File: config.mk
export PLATFORM = sky130hd
export DESIGN_NAME = mips_multicycle_control
export DESIGN_NICKNAME = d
export VERILOG_FILES = /design/src/rtl/mips_multicycle_control.sv
export SDC_FILE = /design/constraint.sdc
export NUM_CORES = 1
export LEC_CHECK = 0
export CORE_MARGIN = 4
export CORE_UTILIZATION = 42
export CTS_CLUSTER_SIZE = 8
export DETAILED_ROUTE_END_ITERATION = 8
export GPL_TIMING_DRIVEN = 1
export PLACE_DENSITY = 0.78
export SLEW_MARGIN = 30
export SYNTH_ARGS = -nofsm -noshare
export SYNTH_HDL_FRONTEND = slang
export SYNTH_SLANG_ARGS = --single-unit
File: constraint.sdc
create_clock -name clk -period 2.3 [get_ports clk]
set_input_delay 0.23 -clock clk [delete_from_list [all_inputs] [get_ports clk]]
set_output_delay 0.23 -clock clk [all_outputs]
set_load 0.1 [all_outputs]
File: src/rtl/mips_multicycle_control.sv
// mips_multicycle_control: multicycle MIPS control FSM sequencing fetch, decode,
// execute, memory and write-back over a shared ALU and a single memory port.
// Memory waits are bounded by a TIMEOUT_W-bit counter; illegal instructions and
// bus timeouts park the FSM in a sticky TRAP state until reset.
// Optional feature: define MC_CTRL_JUMP_EN to decode J (opcode 000010) through a
// JUMP state; without it J traps as illegal and pc_src[1] stays 0.
module mips_multicycle_control #(
   parameter int unsigned TIMEOUT_W = 4,
   parameter int unsigned ALU_OP_W  = 3
) (
   input  logic                clk,
   input  logic                reset,
   input  logic [5:0]          opcode,
   input  logic [5:0]          func,
   input  logic                zero,
   input  logic                mem_ready,
   output logic                mem_req,
   output logic                mem_we,
   output logic                i_or_d,
   output logic                ir_write,
   output logic                pc_write,
   output logic [1:0]          pc_src,
   output logic                alu_src_a,
   output logic [1:0]          alu_src_b,
   output logic [ALU_OP_W-1:0] alu_op,
   output logic                reg_dst,
   output logic                reg_write,
   output logic                mem_to_reg,
   output logic                trap,
   output logic [1:0]          trap_cause
);

   localparam logic [5:0] OP_RTYPE = 6'b000000;
   localparam logic [5:0] OP_LW    = 6'b100011;
   localparam logic [5:0] OP_SW    = 6'b101011;
   localparam logic [5:0] OP_ADDI  = 6'b001000;
   localparam logic [5:0] OP_ADDIU = 6'b001001;
   localparam logic [5:0] OP_BEQ   = 6'b000100;
   localparam logic [1:0] CAUSE_ILLEGAL = 2'b01;
   localparam logic [1:0] CAUSE_TIMEOUT = 2'b10;
   // Last count value before all-ones; a low mem_ready here is the final allowed wait.
   localparam logic [TIMEOUT_W-1:0] WAIT_LAST = ~TIMEOUT_W'(1);

   typedef enum logic [2:0] {
      FETCH, DECODE, EXEC, MEMACC, WB, BRANCH, JUMP, TRAP
   } ctrlState;

   ctrlState             state;
   ctrlState             nextState;
   logic [TIMEOUT_W-1:0] waitCnt;
   logic [1:0]           nextCause;
   logic                 isRType, isLw, isSw, isAddi, isBeq;
   logic                 funcLegal, execLegal, memWait, timeoutHit;
   logic [2:0]           rAluOp;
   logic [2:0]           aluOpBase;
`ifdef MC_CTRL_JUMP_EN
   logic                 isJump;
   assign isJump = (opcode == 6'b000010);
`endif

   assign isRType    = (opcode == OP_RTYPE);
   assign isLw       = (opcode == OP_LW);
   assign isSw       = (opcode == OP_SW);
   assign isAddi     = (opcode == OP_ADDI) || (opcode == OP_ADDIU);
   assign isBeq      = (opcode == OP_BEQ);
   assign execLegal  = (isRType && funcLegal) || isLw || isSw || isAddi;
   assign memWait    = (state == FETCH) || (state == MEMACC);
   assign timeoutHit = memWait && !mem_ready && (waitCnt == WAIT_LAST);
   assign alu_op     = ALU_OP_W'(aluOpBase);

   // R-type function legality and ALU operation mapping
   always_comb begin
      funcLegal = 1'b1;
      rAluOp    = 3'b000;
      case (func)
         6'b100000, 6'b100001: rAluOp = 3'b000;
         6'b100010, 6'b100011: rAluOp = 3'b001;
         6'b100100:            rAluOp = 3'b010;
         6'b100101:            rAluOp = 3'b011;
         6'b000000:            rAluOp = 3'b100;
         6'b000010:            rAluOp = 3'b101;
         6'b101010:            rAluOp = 3'b110;
         6'b101011:            rAluOp = 3'b111;
         default:              funcLegal = 1'b0;
      endcase
   end

   // Next-state selection and trap cause for the transition into TRAP
   always_comb begin
      nextState = state;
      nextCause = 2'b00;
      case (state)
         FETCH: begin
            if (mem_ready) begin
               nextState = DECODE;
            end else if (timeoutHit) begin
               nextState = TRAP;
               nextCause = CAUSE_TIMEOUT;
            end
         end
         DECODE: begin
            if (execLegal) begin
               nextState = EXEC;
            end else if (isBeq) begin
               nextState = BRANCH;
`ifdef MC_CTRL_JUMP_EN
            end else if (isJump) begin
               nextState = JUMP;
`endif
            end else begin
               nextState = TRAP;
               nextCause = CAUSE_ILLEGAL;
            end
         end
         EXEC:   nextState = (isLw || isSw) ? MEMACC : WB;
         MEMACC: begin
            if (mem_ready) begin
               nextState = isSw ? FETCH : WB;
            end else if (timeoutHit) begin
               nextState = TRAP;
               nextCause = CAUSE_TIMEOUT;
            end
         end
         WB, BRANCH, JUMP: nextState = FETCH;
         TRAP:    nextState = TRAP;
         default: nextState = FETCH;
      endcase
   end

   // State register, memory wait counter and sticky trap flags
   always_ff @(posedge clk) begin
      if (reset) begin
         state      <= FETCH;
         waitCnt    <= '0;
         trap       <= 1'b0;
         trap_cause <= 2'b00;
      end else begin
         state <= nextState;
         if (memWait && (nextState == state)) begin
            waitCnt <= waitCnt + TIMEOUT_W'(1);
         end else begin
            waitCnt <= '0;
         end
         if ((nextState == TRAP) && (state != TRAP)) begin
            trap       <= 1'b1;
            trap_cause <= nextCause;
         end
      end
   end

   // Datapath controls decoded from the current state and instruction fields
   always_comb begin
      mem_req    = 1'b0;
      mem_we     = 1'b0;
      i_or_d     = 1'b0;
      ir_write   = 1'b0;
      pc_write   = 1'b0;
      pc_src     = 2'b00;
      alu_src_a  = 1'b0;
      alu_src_b  = 2'b00;
      aluOpBase  = 3'b000;
      reg_dst    = 1'b0;
      reg_write  = 1'b0;
      mem_to_reg = 1'b0;
      case (state)
         FETCH: begin
            mem_req   = 1'b1;
            alu_src_b = 2'b01;
            ir_write  = mem_ready;
            pc_write  = mem_ready;
         end
         DECODE: alu_src_b = 2'b11;
         EXEC: begin
            alu_src_a = 1'b1;
            if (isRType) begin
               aluOpBase = rAluOp;
            end else begin
               alu_src_b = 2'b10;
            end
         end
         MEMACC: begin
            mem_req = 1'b1;
            i_or_d  = 1'b1;
            mem_we  = isSw;
         end
         WB: begin
            reg_write  = 1'b1;
            reg_dst    = isRType;
            mem_to_reg = isLw;
         end
         BRANCH: begin
            alu_src_a = 1'b1;
            aluOpBase = 3'b001;
            pc_src    = 2'b01;
            pc_write  = zero;
         end
`ifdef MC_CTRL_JUMP_EN
         JUMP: begin
            pc_src   = 2'b10;
            pc_write = 1'b1;
         end
`endif
         default: ;
      endcase
   end

endmodule
==> results by group <==
Pwr
  • LEAKAGE: 0.555 nW
  • Pwr Total: 1.31 mW
  • Maximum vdd drop: ~0.66 mV
  • PwrDens: a little under 900 mW/mm²

Yosys
  • Cell taking the most area after synthesis: dfxtp_1
  • Post-synth EDFFs: 0
  • Yosys warning total: 0
  • FF+latch count, synth: 10
  • Seq/Total Area, Yosys: 22.9%
  • Count of cell types in the netlist: 46
  • Syn Area/Cell: 7.41 µm²
  • Synth top area share: 22.9%
  • Area contributors post-synth: dfxtp_1 23%, nor2_1 6.0%, nand2_1 4.7%
  • Synth cell count leaders: 14 x nor2_1, 11 x nand2_1, 10 x dfxtp_1
  • Mapped Cells: 118
  • Main synth FF type: dfxtp_1
  • Syn nets: 136
  • Synthesized area: 875 µm²
  • Top-count cell post-synth: nor2_1
  • Ys async rst share: 0%

Die
  • Die height: between 50 and 60 µm
  • # rows: 16
  • # IOs: 35
  • Core footprint: 0.00196 mm²
  • Initial cell density of the core: 44.6%
  • Die Span X: 53.6 µm
  • Full die area: 0.00288 mm²

Detailed routing
  • Vias/cell: 5.55
  • Drt pass-1 iters: 5
  • ANT nets after route: 0
  • Vias: 1015
  • DR iter-0 viols: 10
  • DR WL/cell: 14.2 µm
  • Post-Route WL: 2600 µm
  • Drt drc: 0

STA
  • Clock Skew: 0.00259 ns
  • Final Cycle Share: 98.3%
  • Hold WS: 0.479 ns
  • Final Critical Period: 2.26 ns
  • Slew Limit Headroom: approximately 61%
  • Final setup viols: 0
  • RSZ-0062 raised after global routing: yes
  • Fin. Hold Viols: 0
  • Measured slew at the worst slew-check pin: 0.580 ns
  • Fin. max-slew vios: 0
  • Max frequency: 0.442 GHz

Place
  • # port buffers: 33
  • Detailed placement HPWL: 2120 µm
  • Gpl congestion: 0.876

Setup path
  • Critical Path RT: just over 2 ns
  • Crit path DAT: 2.03 ns
  • CP Max Fanout: 3
  • Kind of critical path: in -> out
  • CP Capture Type: output port
  • Register-to-register setup slack: 0.39 ns
  • Critical path launch point type: primary input

Global route
  • Total global-route track usage: around a fifth
  • First-pass GRT wire length: 4090 µm
  • Total gr overflow: 0
  • Initial antenna violation count: 0
  • Vias in the first global route: 941
  • Largest net degree at the start of global routing: 19

Job
  • Max-Cap Viols: 0

Finish
  • Syn-to-layout area delta: 70.7%
  • Layout cells sized above 1: 34.6%
  • Final nets: 175
  • Diodes inserted: 0
  • Fill cell count: 150

Clocking
  • Root Buffer: clkbuf_4
  • CTS H-tree depth: 1
  • CTS tree: done
  • Clock latency on the worst-skew pair: 0.27 ns
  • Clock slew at reported path FFs: 0.06 ns
  • Clock net sink count: 10
  • CTS Buf Count: 3
  • Clock Tree Buf Depth: 2

Worst hold path
  • Hold WC Path Type: reg -> reg

Outcome
  • Status: finished, final reports clean
## power by group
group | internal [mW] | switching (mW) | leakage, nW
Combinational | 0.300 | 0.593 | 0.452
Sequential | 0.196 | 0.0609 | 0.0813
Clock | 0.0963 | 0.0612 | 0.0210
Total | 0.592 | 0.716 | 0.555
## cells by family (layout without fill, tap and decap cells)
logic type | count (synthesis) | after routing | synth area share [%]
AO/OA/AOI/OAI | 33 | 33 | 27.0
XOR/XNOR | 2 | 2 | 2.00
adder cells (fa/ha/maj) | 2 | 2 | 2.86
buffers and inverters | 13 | 51 | 6.72
flip-flops | 10 | 10 | 22.9
other | 1 | 1 | 0.429
AND/OR/NAND/NOR | 57 | 57 | 38.1
## path summary, 6_finish.rpt
kind                  start  depth (start not counted)        end
setup / recovery  opcode[1]                          7  alu_op[1]
setup reg to reg   state[0]                          5       trap
hold / removal         trap                          2       trap
hold reg to reg        trap                          2       trap
## layer usage
layer	global-route usage (%)	part of all wire, %	vias to the layer above
met2	35.9	53	33
li1	-	-	508
met4	3.83	0.73	0
met1	21.2	40	472
met5	0	0	-
met3	6.37	6.1	2
## layout by cell type (no fill, tap or decap), drive strengths merged, types with 2 or more instances in the layout
cell | netlist | layout
ha | 2 | 2
or2 | 2 | 2
nor4 | 4 | 4
o22ai | 3 | 3
nor2b | 2 | 2
a21oi | 9 | 9
inv | 7 | 6
nor2 | 14 | 14
and2 | 3 | 3
nand3b | 3 | 3
or3 | 2 | 2
a21o | 2 | 2
dfxtp | 10 | 10
buf | 5 | 25
nand2 | 11 | 11
nand3 | 2 | 2
nand2b | 2 | 2
clkdlybuf4s50 | 0 | 15
o21ai | 5 | 5
nor3 | 6 | 6
a31oi | 6 | 6
clkbuf | 1 | 4
## state kept, by name (all words and copies together) (netlist names)
| name | count |
|---|---|
| waitCnt | 4 |
| trap | 1 |
| trap_cause | 2 |
| state | 3 |
## metrics by stage
step / cells / instance area [µm²] / TNS (ns) / util [%] / setup WS (ns)
global placement: 179 / 1450 / -0.0142 / 73.7 / -0.0122
detailed placement: 179 / 1450 / -0.105 / 73.7 / -0.0521
CTS: 183 / 1490 / 0 / 75.8 / 0.0191
global route: 183 / 1490 / -0.0102 / 76.1 / -0.0102
finish: 183 / 1490 / 0 / 76.1 / 0.0399
floorplan: 118 / 943 / -0.536 / - / -0.394
## critical path: stages
cell and delay (ns):
clkdlybuf4s50_1 0.43, or4_4 0.56, nor3_4 0.14, nand3_1 0.09, buf_4 0.17, a211oi_4 0.20, buf_12 0.21
## layout make-up
class,instances,area (µm²),share of cell area (%)
Sequential cell,10,200,13.4
Inverter,7,30.0,2.01
Tap cell,27,33.8,2.26
Clock buffer,4,36.3,2.43
Multi-Input combinational cell,95,692,46.4
Timing Repair Buffer,40,500,33.5
## what timing repair did
action | 4_1_cts | 5_1_grt
resized for setup | 1 | 1
endpoints found under the hold margin | 0 | 0
hold buffers | 0 | 0
pin swaps | 0 | 1
endpoints found under the setup margin | 3 | 2
buffers inserted | 0 | 0
(Power assumes the default switching activity.)
